**src/rtl/conv_ctrl_pkg.sv**
```systemverilog
// -----------------------------------------------------------------------------
// conv_ctrl_pkg
// Shared types and sizing helpers for the convolution loop-nest controller.
//   state_e    : controller FSM states
//   stride_e   : run-time stride selection (latched at start)
//   sel_width  : bit width for a select/counter with n distinct values (min 1)
//   nb_passes  : MAC passes per output (input channels / channels per pass)
//   beats      : bus beats per load phase (kernel side * channels per pass)
// -----------------------------------------------------------------------------
package conv_ctrl_pkg;

    typedef enum logic [2:0] {
        ST_IDLE    = 3'd0,
        ST_LOAD_K  = 3'd1,
        ST_LOAD_I  = 3'd2,
        ST_COMPUTE = 3'd3,
        ST_WAIT    = 3'd4,
        ST_DRIVE   = 3'd5
    } state_e;

    typedef enum logic {
        STRIDE_1 = 1'b0,
        STRIDE_2 = 1'b1
    } stride_e;

    // A counter over a single value still needs one bit to exist.
    function automatic int sel_width(input int n);
        return (n <= 1) ? 1 : $clog2(n);
    endfunction

    function automatic int nb_passes(input int in_channels, input int ch_per_pass);
        return in_channels / ch_per_pass;
    endfunction

    function automatic int beats(input int kernel_size, input int ch_per_pass);
        return kernel_size * ch_per_pass;
    endfunction

endpackage

```
**src/rtl/loop_counter.sv**
```systemverilog
// -----------------------------------------------------------------------------
// loop_counter
// Wrap-at-limit counter used for every level of the loop nest.
//   clk, rst_in : clock, synchronous active-high reset
//   clear       : force count to 0 (start of a run)
//   en          : advance by step this cycle
//   step        : increment (1 or 2)
//   limit       : largest value the count may take
//   count       : current value
//   last        : the next advance would pass limit, so it wraps to 0
// -----------------------------------------------------------------------------
module loop_counter #(
    parameter int WIDTH = 4
) (
    input  logic             clk,
    input  logic             rst_in,
    input  logic             clear,
    input  logic             en,
    input  logic [1:0]       step,
    input  logic [WIDTH-1:0] limit,
    output logic [WIDTH-1:0] count,
    output logic             last
);

    // Two guard bits so count+step never overflows before the limit compare;
    // with stride 2 this also ends the sequence on the largest even value.
    logic [WIDTH+1:0] sum;

    assign sum  = {2'b00, count} + {{WIDTH{1'b0}}, step};
    assign last = (sum > {2'b00, limit});

    always_ff @(posedge clk) begin
        // NOTE: non-blocking assignments so every flop samples pre-edge values.
        if (rst_in || clear) begin
            count <= '0;
        end else if (en) begin
            count <= last ? '0 : sum[WIDTH-1:0];
        end
    end

endmodule

```
**src/rtl/conv_loop_ctrl.sv**
```systemverilog
// -----------------------------------------------------------------------------
// conv_loop_ctrl
// Loop-nest controller for the convolution accelerator. For every output
// (y, x, och) it runs NB_PASSES passes of {kernel load, input load, MAC},
// waits for the accumulator, captures it into the output drain and drives the
// result on the shared buses.
//   clk, rst_in      : clock, synchronous active-high reset
//   start            : launch a run (IDLE only); cfg_stride latched with it
//   con_valid        : host beat valid; con_ready : controller accepts a beat
//   kds_le/_sel      : kernel-store load enable and slot
//   idss_shift/_le_sel : input shift structure load and slot
//   mac_en, acc_clear: MAC pass strobe, clear accumulator on the first pass
//   ods_shift        : capture accumulator into output drain
//   output_valid, output_x/y/ch, driving_cons : result beat on the buses
//   running, done    : run in progress, one-cycle end-of-run pulse
// -----------------------------------------------------------------------------
module conv_loop_ctrl
    import conv_ctrl_pkg::*;
#(
    parameter int FEATURE_MAP_WIDTH  = 1024,
    parameter int FEATURE_MAP_HEIGHT = 1024,
    parameter int INPUT_NB_CHANNELS  = 64,
    parameter int OUTPUT_NB_CHANNELS = 64,
    parameter int KERNEL_SIZE        = 3,
    parameter int CH_PER_PASS        = 4,
    parameter int MAC_LATENCY        = 2
) (
    input  logic clk,
    input  logic rst_in,
    input  logic start,
    input  logic cfg_stride,
    input  logic con_valid,
    output logic con_ready,
    output logic kds_le,
    output logic [sel_width(KERNEL_SIZE*CH_PER_PASS)-1:0] kds_le_sel,
    output logic idss_shift,
    output logic [sel_width(KERNEL_SIZE*CH_PER_PASS)-1:0] idss_le_sel,
    output logic mac_en,
    output logic acc_clear,
    output logic ods_shift,
    output logic output_valid,
    output logic [sel_width(FEATURE_MAP_WIDTH)-1:0]  output_x,
    output logic [sel_width(FEATURE_MAP_HEIGHT)-1:0] output_y,
    output logic [sel_width(OUTPUT_NB_CHANNELS)-1:0] output_ch,
    output logic driving_cons,
    output logic running,
    output logic done
);

    localparam int NB_PASSES = nb_passes(INPUT_NB_CHANNELS, CH_PER_PASS);
    localparam int BEATS     = beats(KERNEL_SIZE, CH_PER_PASS);
    localparam int BW        = sel_width(BEATS);
    localparam int PW        = sel_width(NB_PASSES);
    localparam int CW        = sel_width(OUTPUT_NB_CHANNELS);
    localparam int XW        = sel_width(FEATURE_MAP_WIDTH);
    localparam int YW        = sel_width(FEATURE_MAP_HEIGHT);
    localparam int WW        = sel_width(MAC_LATENCY + 1);

    localparam logic [BW-1:0] BEAT_LIMIT = BW'(BEATS - 1);
    localparam logic [PW-1:0] PASS_LIMIT = PW'(NB_PASSES - 1);
    localparam logic [CW-1:0] OCH_LIMIT  = CW'(OUTPUT_NB_CHANNELS - 1);
    localparam logic [XW-1:0] X_LIMIT    = XW'(FEATURE_MAP_WIDTH - 1);
    localparam logic [YW-1:0] Y_LIMIT    = YW'(FEATURE_MAP_HEIGHT - 1);
    localparam logic [WW-1:0] WAIT_LAST  = WW'(MAC_LATENCY);

    state_e          state;
    state_e          next_state;
    stride_e         stride_q;
    logic            running_q;
    logic            done_q;
    logic [WW-1:0]   wait_cnt;

    logic [BW-1:0]   beat_cnt;
    logic [PW-1:0]   pass_cnt;
    logic [CW-1:0]   och_cnt;
    logic [XW-1:0]   x_cnt;
    logic [YW-1:0]   y_cnt;
    logic            beat_last, pass_last, och_last, x_last, y_last;

    logic            run_start;
    logic            loading;
    logic            handshake;
    logic            in_drive;
    logic            x_en, y_en, run_last;
    logic [1:0]      xy_step;

    assign run_start = (state == ST_IDLE) && start;
    assign loading   = (state == ST_LOAD_K) || (state == ST_LOAD_I);
    assign handshake = loading && con_valid;
    assign in_drive  = (state == ST_DRIVE);
    assign x_en      = in_drive && och_last;
    assign y_en      = x_en && x_last;
    assign run_last  = y_en && y_last;
    assign xy_step   = (stride_q == STRIDE_2) ? 2'd2 : 2'd1;

    // Beat index wraps to 0 on the last beat, so it is ready for the next phase.
    loop_counter #(.WIDTH(BW)) u_beat (
        .clk(clk), .rst_in(rst_in), .clear(run_start), .en(handshake),
        .step(2'd1), .limit(BEAT_LIMIT), .count(beat_cnt), .last(beat_last)
    );

    loop_counter #(.WIDTH(PW)) u_pass (
        .clk(clk), .rst_in(rst_in), .clear(run_start), .en(state == ST_COMPUTE),
        .step(2'd1), .limit(PASS_LIMIT), .count(pass_cnt), .last(pass_last)
    );

    loop_counter #(.WIDTH(CW)) u_och (
        .clk(clk), .rst_in(rst_in), .clear(run_start), .en(in_drive),
        .step(2'd1), .limit(OCH_LIMIT), .count(och_cnt), .last(och_last)
    );

    loop_counter #(.WIDTH(XW)) u_x (
        .clk(clk), .rst_in(rst_in), .clear(run_start), .en(x_en),
        .step(xy_step), .limit(X_LIMIT), .count(x_cnt), .last(x_last)
    );

    loop_counter #(.WIDTH(YW)) u_y (
        .clk(clk), .rst_in(rst_in), .clear(run_start), .en(y_en),
        .step(xy_step), .limit(Y_LIMIT), .count(y_cnt), .last(y_last)
    );

    always_ff @(posedge clk) begin
        if (rst_in) begin
            state     <= ST_IDLE;
            stride_q  <= STRIDE_1;
            running_q <= 1'b0;
            done_q    <= 1'b0;
            wait_cnt  <= '0;
        end else begin
            state    <= next_state;
            done_q   <= run_last;
            // Counts the MAC latency, then the capture cycle at WAIT_LAST.
            wait_cnt <= ((state == ST_WAIT) && (wait_cnt != WAIT_LAST)) ? wait_cnt + 1'b1 : '0;
            if (run_start) begin
                stride_q  <= stride_e'(cfg_stride);
                running_q <= 1'b1;
            end else if (run_last) begin
                running_q <= 1'b0;
            end
        end
    end

    // Outputs decode the state and counter flops only; kds_le/idss_shift also
    // include con_valid because they must coincide with the accepting beat.
    always_comb begin
        // NOTE: defaults first so every path assigns every signal (no latches).
        next_state   = state;
        con_ready    = 1'b0;
        kds_le       = 1'b0;
        kds_le_sel   = '0;
        idss_shift   = 1'b0;
        idss_le_sel  = '0;
        mac_en       = 1'b0;
        acc_clear    = 1'b0;
        ods_shift    = 1'b0;
        output_valid = 1'b0;
        output_x     = '0;
        output_y     = '0;
        output_ch    = '0;
        driving_cons = 1'b0;

        case (state)
            ST_IDLE: begin
                if (start) next_state = ST_LOAD_K;
            end
            ST_LOAD_K: begin
                con_ready  = 1'b1;
                kds_le     = con_valid;
                kds_le_sel = beat_cnt;
                if (con_valid && beat_last) next_state = ST_LOAD_I;
            end
            ST_LOAD_I: begin
                con_ready   = 1'b1;
                idss_shift  = con_valid;
                idss_le_sel = beat_cnt;
                if (con_valid && beat_last) next_state = ST_COMPUTE;
            end
            ST_COMPUTE: begin
                mac_en     = 1'b1;
                acc_clear  = (pass_cnt == '0);
                next_state = pass_last ? ST_WAIT : ST_LOAD_K;
            end
            ST_WAIT: begin
                if (wait_cnt == WAIT_LAST) begin
                    ods_shift  = 1'b1;
                    next_state = ST_DRIVE;
                end
            end
            ST_DRIVE: begin
                output_valid = 1'b1;
                driving_cons = 1'b1;
                output_x     = x_cnt;
                output_y     = y_cnt;
                output_ch    = och_cnt;
                next_state   = run_last ? ST_IDLE : ST_LOAD_K;
            end
            default: next_state = ST_IDLE;
        endcase
    end

    assign running = running_q;
    assign done    = done_q;

endmodule
```
**config.mk**
```make
export PLATFORM = sky130hd
export DESIGN_NAME = conv_loop_ctrl
export DESIGN_NICKNAME = d
export VERILOG_FILES = /design/src/rtl/conv_ctrl_pkg.sv /design/src/rtl/loop_counter.sv /design/src/rtl/conv_loop_ctrl.sv
export SDC_FILE = /design/constraint.sdc
export NUM_CORES = 1
export LEC_CHECK = 0
export CORE_UTILIZATION = 40
export CTS_BUF_LIST = sky130_fd_sc_hd__clkbuf_8
export CTS_CLUSTER_SIZE = 16
export DETAILED_ROUTE_END_ITERATION = 16
export HOLD_SLACK_MARGIN = 0.03
export PLACE_DENSITY = 0.75
export SLEW_MARGIN = 15
export SYNTH_ARGS = -nofsm -noshare
export SYNTH_HDL_FRONTEND = slang
export SYNTH_HIERARCHICAL = 1
export SYNTH_SLANG_ARGS = --single-unit
```
**constraint.sdc**
```tcl
create_clock -name clk -period 3.3 [get_ports clk]
set_clock_uncertainty 0.1 [all_clocks]
set_input_delay 0.66 -clock clk [delete_from_list [all_inputs] [get_ports clk]]
set_output_delay 0.66 -clock clk [all_outputs]
set_load 0.02 [all_outputs]
```
==> run metrics, run 1 <==
Layout area overhead=30.7%; vias in the first global route=3418; WL final=9060 um; HPWL after detailed placement=6940 um; crit end category=flop; Pint=821 uW; switching power total=420 uW; Top Ports=49; # H-tree levels=2; DR vias/cell=5.09; Num CTS Buffers=5; Slew Viols, Final=0; die area=0.00999 sq mm; root buffer cell=clkbuf_8; Core Rows=35; Final Hold Vio Count=0; Final min period=3140 ps; final core utilization=54.0%; EDFF count, synth=0; largest net degree at the start of global routing=38; CP required=3370 ps; Synth cell types=68; Yosys reg bits=42; Post-DP Area=0.00477 sq mm; IO Port Bufs=48; Sw Share=33.8%; leakage=0.00247 uW; max_slew headroom=40.8%; GRT Total Usage=18.0%; ys flop type=dfxtp_1; Die Y-Extent=99.9 um; HP Class=flop to flop; Residual DRC=0; worst-margin pin slew=884 ps; Reg power frac=44.1%; post-synthesis area per instance=8.10 sq um; initial core utilization=41.3%; combinational power share=31.2%; die width=99.9 um; Worst-path clk slew=80 ps; Core ar.=0.00928 sq mm; Post-Syn Area=0.00384 sq mm; Power Density=247 mW/mm^2; fraction of registers with async set/reset=0%; max cap viols=0; clk_lat worst skew=280 ps; Fmax achieved=0.318 GHz; WL/cell=12.7 um; Filler Cells Inserted=899; crit-path max FO=6; Pre-antenna DRT Iters=4; initial antenna violation count=0; critical path class=flop to flop; share of cells above drive strength 1=13.8%; first-pass GRT wire length=15000 um; CP Launch Type=flop; Clock Path Buffers=2; grt total ovfl=0; DR iter-0 viols=148; Synth area leaders=dfxtp_1, ha_1, and2_1; CTS Sinks=42; sequential area share after synthesis=21.9%; Synth top area share=21.9%; CTS tree=done; final period utilization=95.2%; number of synthesis warnings=6; Ant. Diodes=0; via count=3637; status=complete, no violations; cell taking the most area after synthesis=dfxtp_1; Tot Pwr=1240 uW; Post-Syn Instances=474; WP data arrival=3210 ps; VDD IR-drop max=0.301 mV; nets=641; RePlAce Congestion=0.854; Clock power frac=24.7%; ANT nets after route=0; Post-Layout Inst Area=0.00502 sq mm; final setup fails=0
[what timing repair did]
action | 4_1_cts | 5_1_grt
setup endpoints to repair | 12 | 13
setup buffers | 0 | 4
hold buffers | 0 | 0
gates resized for setup | 5 | 24
pin swaps | 0 | 13
[metrics by stage]
stage / worst slack [ps] / TNS (ps) / hold WS, ps / instances
2_1_floorplan: 32.0 / 0 / 291 / 515
3_3_place_gp: 41.1 / 0 / 300 / 704
3_5_place_dp: -82.6 / -331 / 305 / 704
4_1_cts: 34.6 / 0 / 317 / 711
5_1_grt: -30.7 / -52.9 / 336 / 715
6_report: 159 / 0 / 315 / 715
[cells in the mapped netlist, drive strengths merged (4+ instances only)]
master	count
fa	5
xor2	10
clkbuf	5
nor4b	4
a32o	5
o31ai	7
xnor2	11
nor3b	4
o21ai	18
and3	13
o211ai	11
ha	45
nand2	50
nand3	22
buf	8
nor2	26
a22o	4
nor2b	4
nand4	8
a21oi	15
a21o	14
and2	39
nand2b	6
nor3	8
dfxtp	42
nand4b	4
inv	46
[power by group through the flow]
stage / Sequential, uW / Combinational, uW / Clock [uW]
after floorplan: 544 / 274 / 0
after global placement: 558 / 354 / 0
after detailed placement: 559 / 364 / 0
after CTS: 546 / 369 / 317
after global routing: 551 / 427 / 339
final: 547 / 388 / 306
[registers in the layout, summed over array words and instances, names as in the netlist]
register	count
done	1
running	1
state	3
stride_q	1
u_beat/count	4
u_och/count	6
u_pass/count	4
u_x/count	10
u_y/count	10
wait_cnt	2
[critical path, stage by stage, from the launching register on]
cell and delay, ps:
dfxtp_1 320, ha_1 200, fa_2 340, and3_2 240
xor2_1 140, ha_1 320, and3_4 180, nand4_1 80
a21boi_2 170, inv_1 60, nand2_2 90, and3_4 260
nand2_1 80, mux2_2 280, o21ai_0 100, nor3_1 80
[layer usage]
metal	global-route usage (%)	wire, um
met1	22.4	4120
met5	0	0
met4	2.94	84
met3	2.51	283
met2	33.3	4570
[layout make-up]
| class | instances | area (sq um) | share of cell area (%) |
|---|---|---|---|
| clock buffers | 5 | 68.8 | 1.37 |
| clock inverters | 2 | 7.51 | 0.150 |
| inverters | 47 | 181 | 3.62 |
| multi-input cells | 413 | 3060 | 60.9 |
| flip-flops and latches | 42 | 842 | 16.8 |
| well taps | 129 | 161 | 3.22 |
| repair buffers | 77 | 698 | 13.9 |
[final timing paths]
path | startpoint | end | slack (ps) | depth (start not counted)
max | u_och/count[0] | u_y/count[3] | 160 | 15
min | wait_cnt[0] | wait_cnt[0] | 310 | 1
max reg2reg | u_och/count[0] | u_y/count[3] | 160 | 15
min reg2reg | wait_cnt[0] | wait_cnt[0] | 310 | 1
[cells in the final DEF (no fill, tap or decap), types with 6 or more instances in the layout]
cell type	count
a21o_1	14
a21oi_1	14
and2_1	39
and3_1	9
buf_4	29
clkdlybuf4s50_1	48
conb_1	43
dfxtp_1	41
ha_1	42
inv_1	47
nand2_1	48
nand2b_1	6
nand3_1	17
nand4_1	8
nor2_1	25
nor3_1	6
o211ai_1	11
o21ai_0	8
o21ai_1	7
o31ai_1	6
xnor2_1	10
xor2_1	10
[cells by family after synthesis]
logic type,Yosys count,share of synthesized area (%)
buffers and inverters,60,6.33
muxes,1,0.293
and+or+nand+nor,199,29.5
xor gates and xnor gates,21,4.79
AOI/OAI and AO/OA,99,19.7
other,2,0.196
adders and majority gates,50,17.3
DFF,42,21.9
Note: power is estimated with default switching activity, not from simulation.
==> run 2, diff against run 1 <==
- RECOVER_POWER: unset -> 100
==> run metrics, run 2 (synthesis gave the netlist of run 1 again) <==
status=complete, no violations; Place WS=-82.6 ps (unchanged); CTS Sinks=42 (unchanged); Power Density=247 mW/mm^2 (about the same); Non-Filler Instances=715 (unchanged); placed cell count=704 (unchanged); initial antenna violation count=0 (unchanged); final period utilization=95.2% (about the same); Core ar.=0.00928 sq mm (unchanged); worst-margin pin slew=899 ps (+14.9 ps); Tot Pwr=1230 uW (-1.0%); GRT Total Usage=18.0% (unchanged); Ant. Diodes=0 (unchanged); Pre-antenna DRT Iters=4 (unchanged); CP required=3370 ps (about the same); crit end category=flop; Fmax achieved=0.318 GHz (about the same); Residual DRC=0 (unchanged); HP Class=flop to flop; grt total ovfl=0 (unchanged); Die Y-Extent=99.9 um (unchanged); clk_lat worst skew=280 ps (about the same); Core Rows=35 (unchanged); max cap viols=0 (unchanged); hold_buf cts=0 (unchanged); Top Ports=49 (unchanged); largest net degree at the start of global routing=38 (unchanged); Final Hold Vio Count=0 (unchanged); die area=0.00999 sq mm (unchanged); DR iter-0 viols=132 (-11%); Slew Viols, Final=0 (unchanged); Final min period=3140 ps (+0.210 ps); WL/cell=12.6 um (-0.22%); vias in the first global route=3418 (unchanged); IO Port Bufs=48 (unchanged); WP data arrival=3210 ps (about the same); most frequent cells in the layout=nand2_1, inv_1, dlygate4sd3_1, conb_1, ha_1; # H-tree levels=2 (unchanged); Worst-path clk slew=80 ps (about the same); crit-path max FO=6 (unchanged); CTS tree=done; DR vias/cell=5.08 (-0.19%); Hold WS=314 ps (-0.530 ps); Filler Cells Inserted=910 (+1.2%); final setup fails=0 (unchanged); critical path class=flop to flop; nets=641 (unchanged); root buffer cell=clkbuf_8; leakage=0.00261 uW (+5.4%); via count=3630 (-0.19%); Num CTS Buffers=5 (unchanged); share of cells above drive strength 1=12.6% (-1.2 points); RePlAce Congestion=0.854 (unchanged); first-pass GRT wire length=15000 um (unchanged); CP Launch Type=flop; Clock Path Buffers=2 (unchanged); Regs by FF count=u_x/count (10), u_y/count (10), u_och/count (6); Layout area overhead=29.4%; ANT nets after route=0 (unchanged); WL final=9040 um (-0.22%); max_slew headroom=39.8% (-1.0 points); die width=99.9 um (unchanged); HPWL after detailed placement=6940 um (unchanged); total negative setup slack=0 ps (unchanged); VDD IR-drop max=0.290 mV (-3.6%); final setup margin=159 ps (-0.210 ps); most common cell after layout, fill and taps aside=nand2_1; initial core utilization=41.3% (unchanged)
## run 2: changes by cell type in the layout (fill, tap and decap cells not counted), moves of 2 or more
| cell | change |
|---|---|
| a41oi_1 | +2 |
| buf_4 | -2 |
| clkbuf_1 | +2 |
| clkdlybuf4s50_1 | -43 |
| dlygate4sd3_1 | +43 |
## run 2: per-layer routing
layer,wire length [um],vias up,GRT usage [%]
li1,-,1869,-
met1,4120,1680,22.4
met2,4520,73,33.3
met3,308,8,2.51
met4,84,0,2.94
met5,0,-,0
## run 2: layout make-up
type	count	area [sq um]	share of cell area, %
Tap cell	129	161	3.25
Clock buffer	5	68.8	1.39
Sequential cell	42	842	17.0
Clock inverter	2	7.51	0.151
Timing Repair Buffer	77	691	13.9
Inverter	47	181	3.65
Multi-Input combinational cell	413	3010	60.7
## run 2: repair_timing
action	4_1_cts	5_1_grt
resized for setup	5	24
setup buffers	0	4
setup endpoints to repair	12	13
pin swaps	0	13
## run 2: critical path: stages (launching register included)
cell and delay, ps:
dfxtp_1 320, ha_1 200, fa_2 340, and3_2 240
xor2_1 140, ha_1 320, and3_1 200, nand4_1 90
a21boi_2 160, inv_1 60, nand2_2 90, and3_4 250
nand2_1 80, mux2_2 280, o21ai_0 90, nor3_1 70
## run 2: where the power goes
part / internal (uW) / switching, uW / leakage (uW)
registers: 520 / 26.9 / 0.000339
logic: 151 / 224 / 0.00222
clock network: 140 / 166 / 0.0000466
## run 2: worst paths after layout
kind              slack [ps]      endpoint            from  cells after the start
setup / recovery         160  u_y/count[3]  u_och/count[0]                     15
hold reg to reg          310   wait_cnt[0]     wait_cnt[0]                      1
hold / removal           310   wait_cnt[0]     wait_cnt[0]                      1
setup reg to reg         160  u_y/count[3]  u_och/count[0]                     15
## run 2: per-stage QoR
stage | util (%) | instance area (sq um)
6_report | 53.5 | 4960
5_1_grt | 53.5 | 4960
4_1_cts | 52.3 | 4860
3_5_place_dp | 51.3 | 4770
3_3_place_gp | 51.3 | 4770
2_1_floorplan | - | 4000
==> RTL change, RTL diff (settings of run 1) <==
`CH_PER_PASS`: 4 -> 8.
--- a/src/rtl/conv_loop_ctrl.sv
+++ b/src/rtl/conv_loop_ctrl.sv
@@ -23,5 +23,5 @@
     parameter int OUTPUT_NB_CHANNELS = 64,
     parameter int KERNEL_SIZE        = 3,
-    parameter int CH_PER_PASS        = 4,
+    parameter int CH_PER_PASS        = 8,
     parameter int MAC_LATENCY        = 2
 ) (
Ports: changed (resized idss_le_sel and kds_le_sel); port bits go from 49 to 51. The function was not compared with the original's and may differ.
==> RTL change against run 1 <==
- total power rose by 1.6%
- final area fell by 2.5%
- worst hold slack got worse by 0.00097 ns
- clock power rose by 5%
- setup slack improved by 0.035 ns
- sequential cell count did not move
- critical path depth rose by 1
- fmax rose by 1.1%
- routed wire length rose by 3.0%
- final cell count fell by 0.98%
- synthesized area fell by 0.42%
- non-clock buffer count fell by 3
- synthesized cell count fell by 0.63%
- critical endpoint is now u_y/count[2]$_SDFFE_PP0P_
==> RTL change: results <==
[grt]
grt_pass1_wl_um = 15300
use_met3_pct = 2.60
grt_use_met1_pct = 23.0
grt_max_degree = 37

[cells_and_area]
multi_input_area_share_pct = 60.4
n_fill_cell = 871
areaGrowthSynthToFinish_pct = 28.0
layout.nets = 634
drive_gt1_share_pct = 11.7
nonClkBufAreaFrac_pct = 14.2
buffers = 74

[place]
dp_cells = 696
pre_cts_ws_ns = -0.0578

[worst_setup_path]
worstSetupEndpoint = "u_y/count[2]$_SDFFE_PP0P_"
worstPathArrival_ns = 3.23
slowest_delay_ns = 0.40
worstRegToRegCells = 16

[drt]
wl_per_cell_um = 13.2
dr.first_iter.drc_count = 181
met2WireLength_um = 4630
vias = 3705
m1WireLength_um = 4150

[synthesis]
yosysSeqAreaShare_pct = 22.0
syn_inst = 471
syn_area_sq_mm = 0.00382
ys_top_cells_by_count = "45 x ha_1, 43 x inv_1, 42 x dfxtp_1, 41 x and2_1, 40 x nand2_1"

[clock_network]
clk_latency_ns = 0.30

[power_and_ir_drop]
peakVddDrop_mv = 0.129

[timing]
whs_ns = 0.314

[status]
status = "finished, final reports clean"
==> RTL change: cells by family (layout without fill, tap and decap cells) <==
kind of cell / count (synthesis) / in the layout / share of synthesized area, %
adders and majority gates: 50 / 50 / 17.4
other: 2 / 43 / 0.197
muxes: 1 / 1 / 0.262
and+or+nand+nor: 192 / 192 / 27.9
buffers and inverters: 57 / 124 / 6.16
xor gates and xnor gates: 20 / 20 / 4.78
DFF: 42 / 42 / 22.0
AOI/OAI and AO/OA: 107 / 107 / 21.3
==> RTL change: what timing repair did <==
action	CTS	global route
endpoints found under the hold margin	0	0
setup endpoints to repair	10	13
setup buffers	2	3
pin swaps	1	3
hold buffers	0	0
cloned	0	0
gates resized for setup	0	9
==> RTL change: report_power, final <==
part,switching (mW),internal (mW)
Clock,0.181,0.140
Combinational,0.240,0.165
Sequential,0.0160,0.520
Total,0.437,0.825
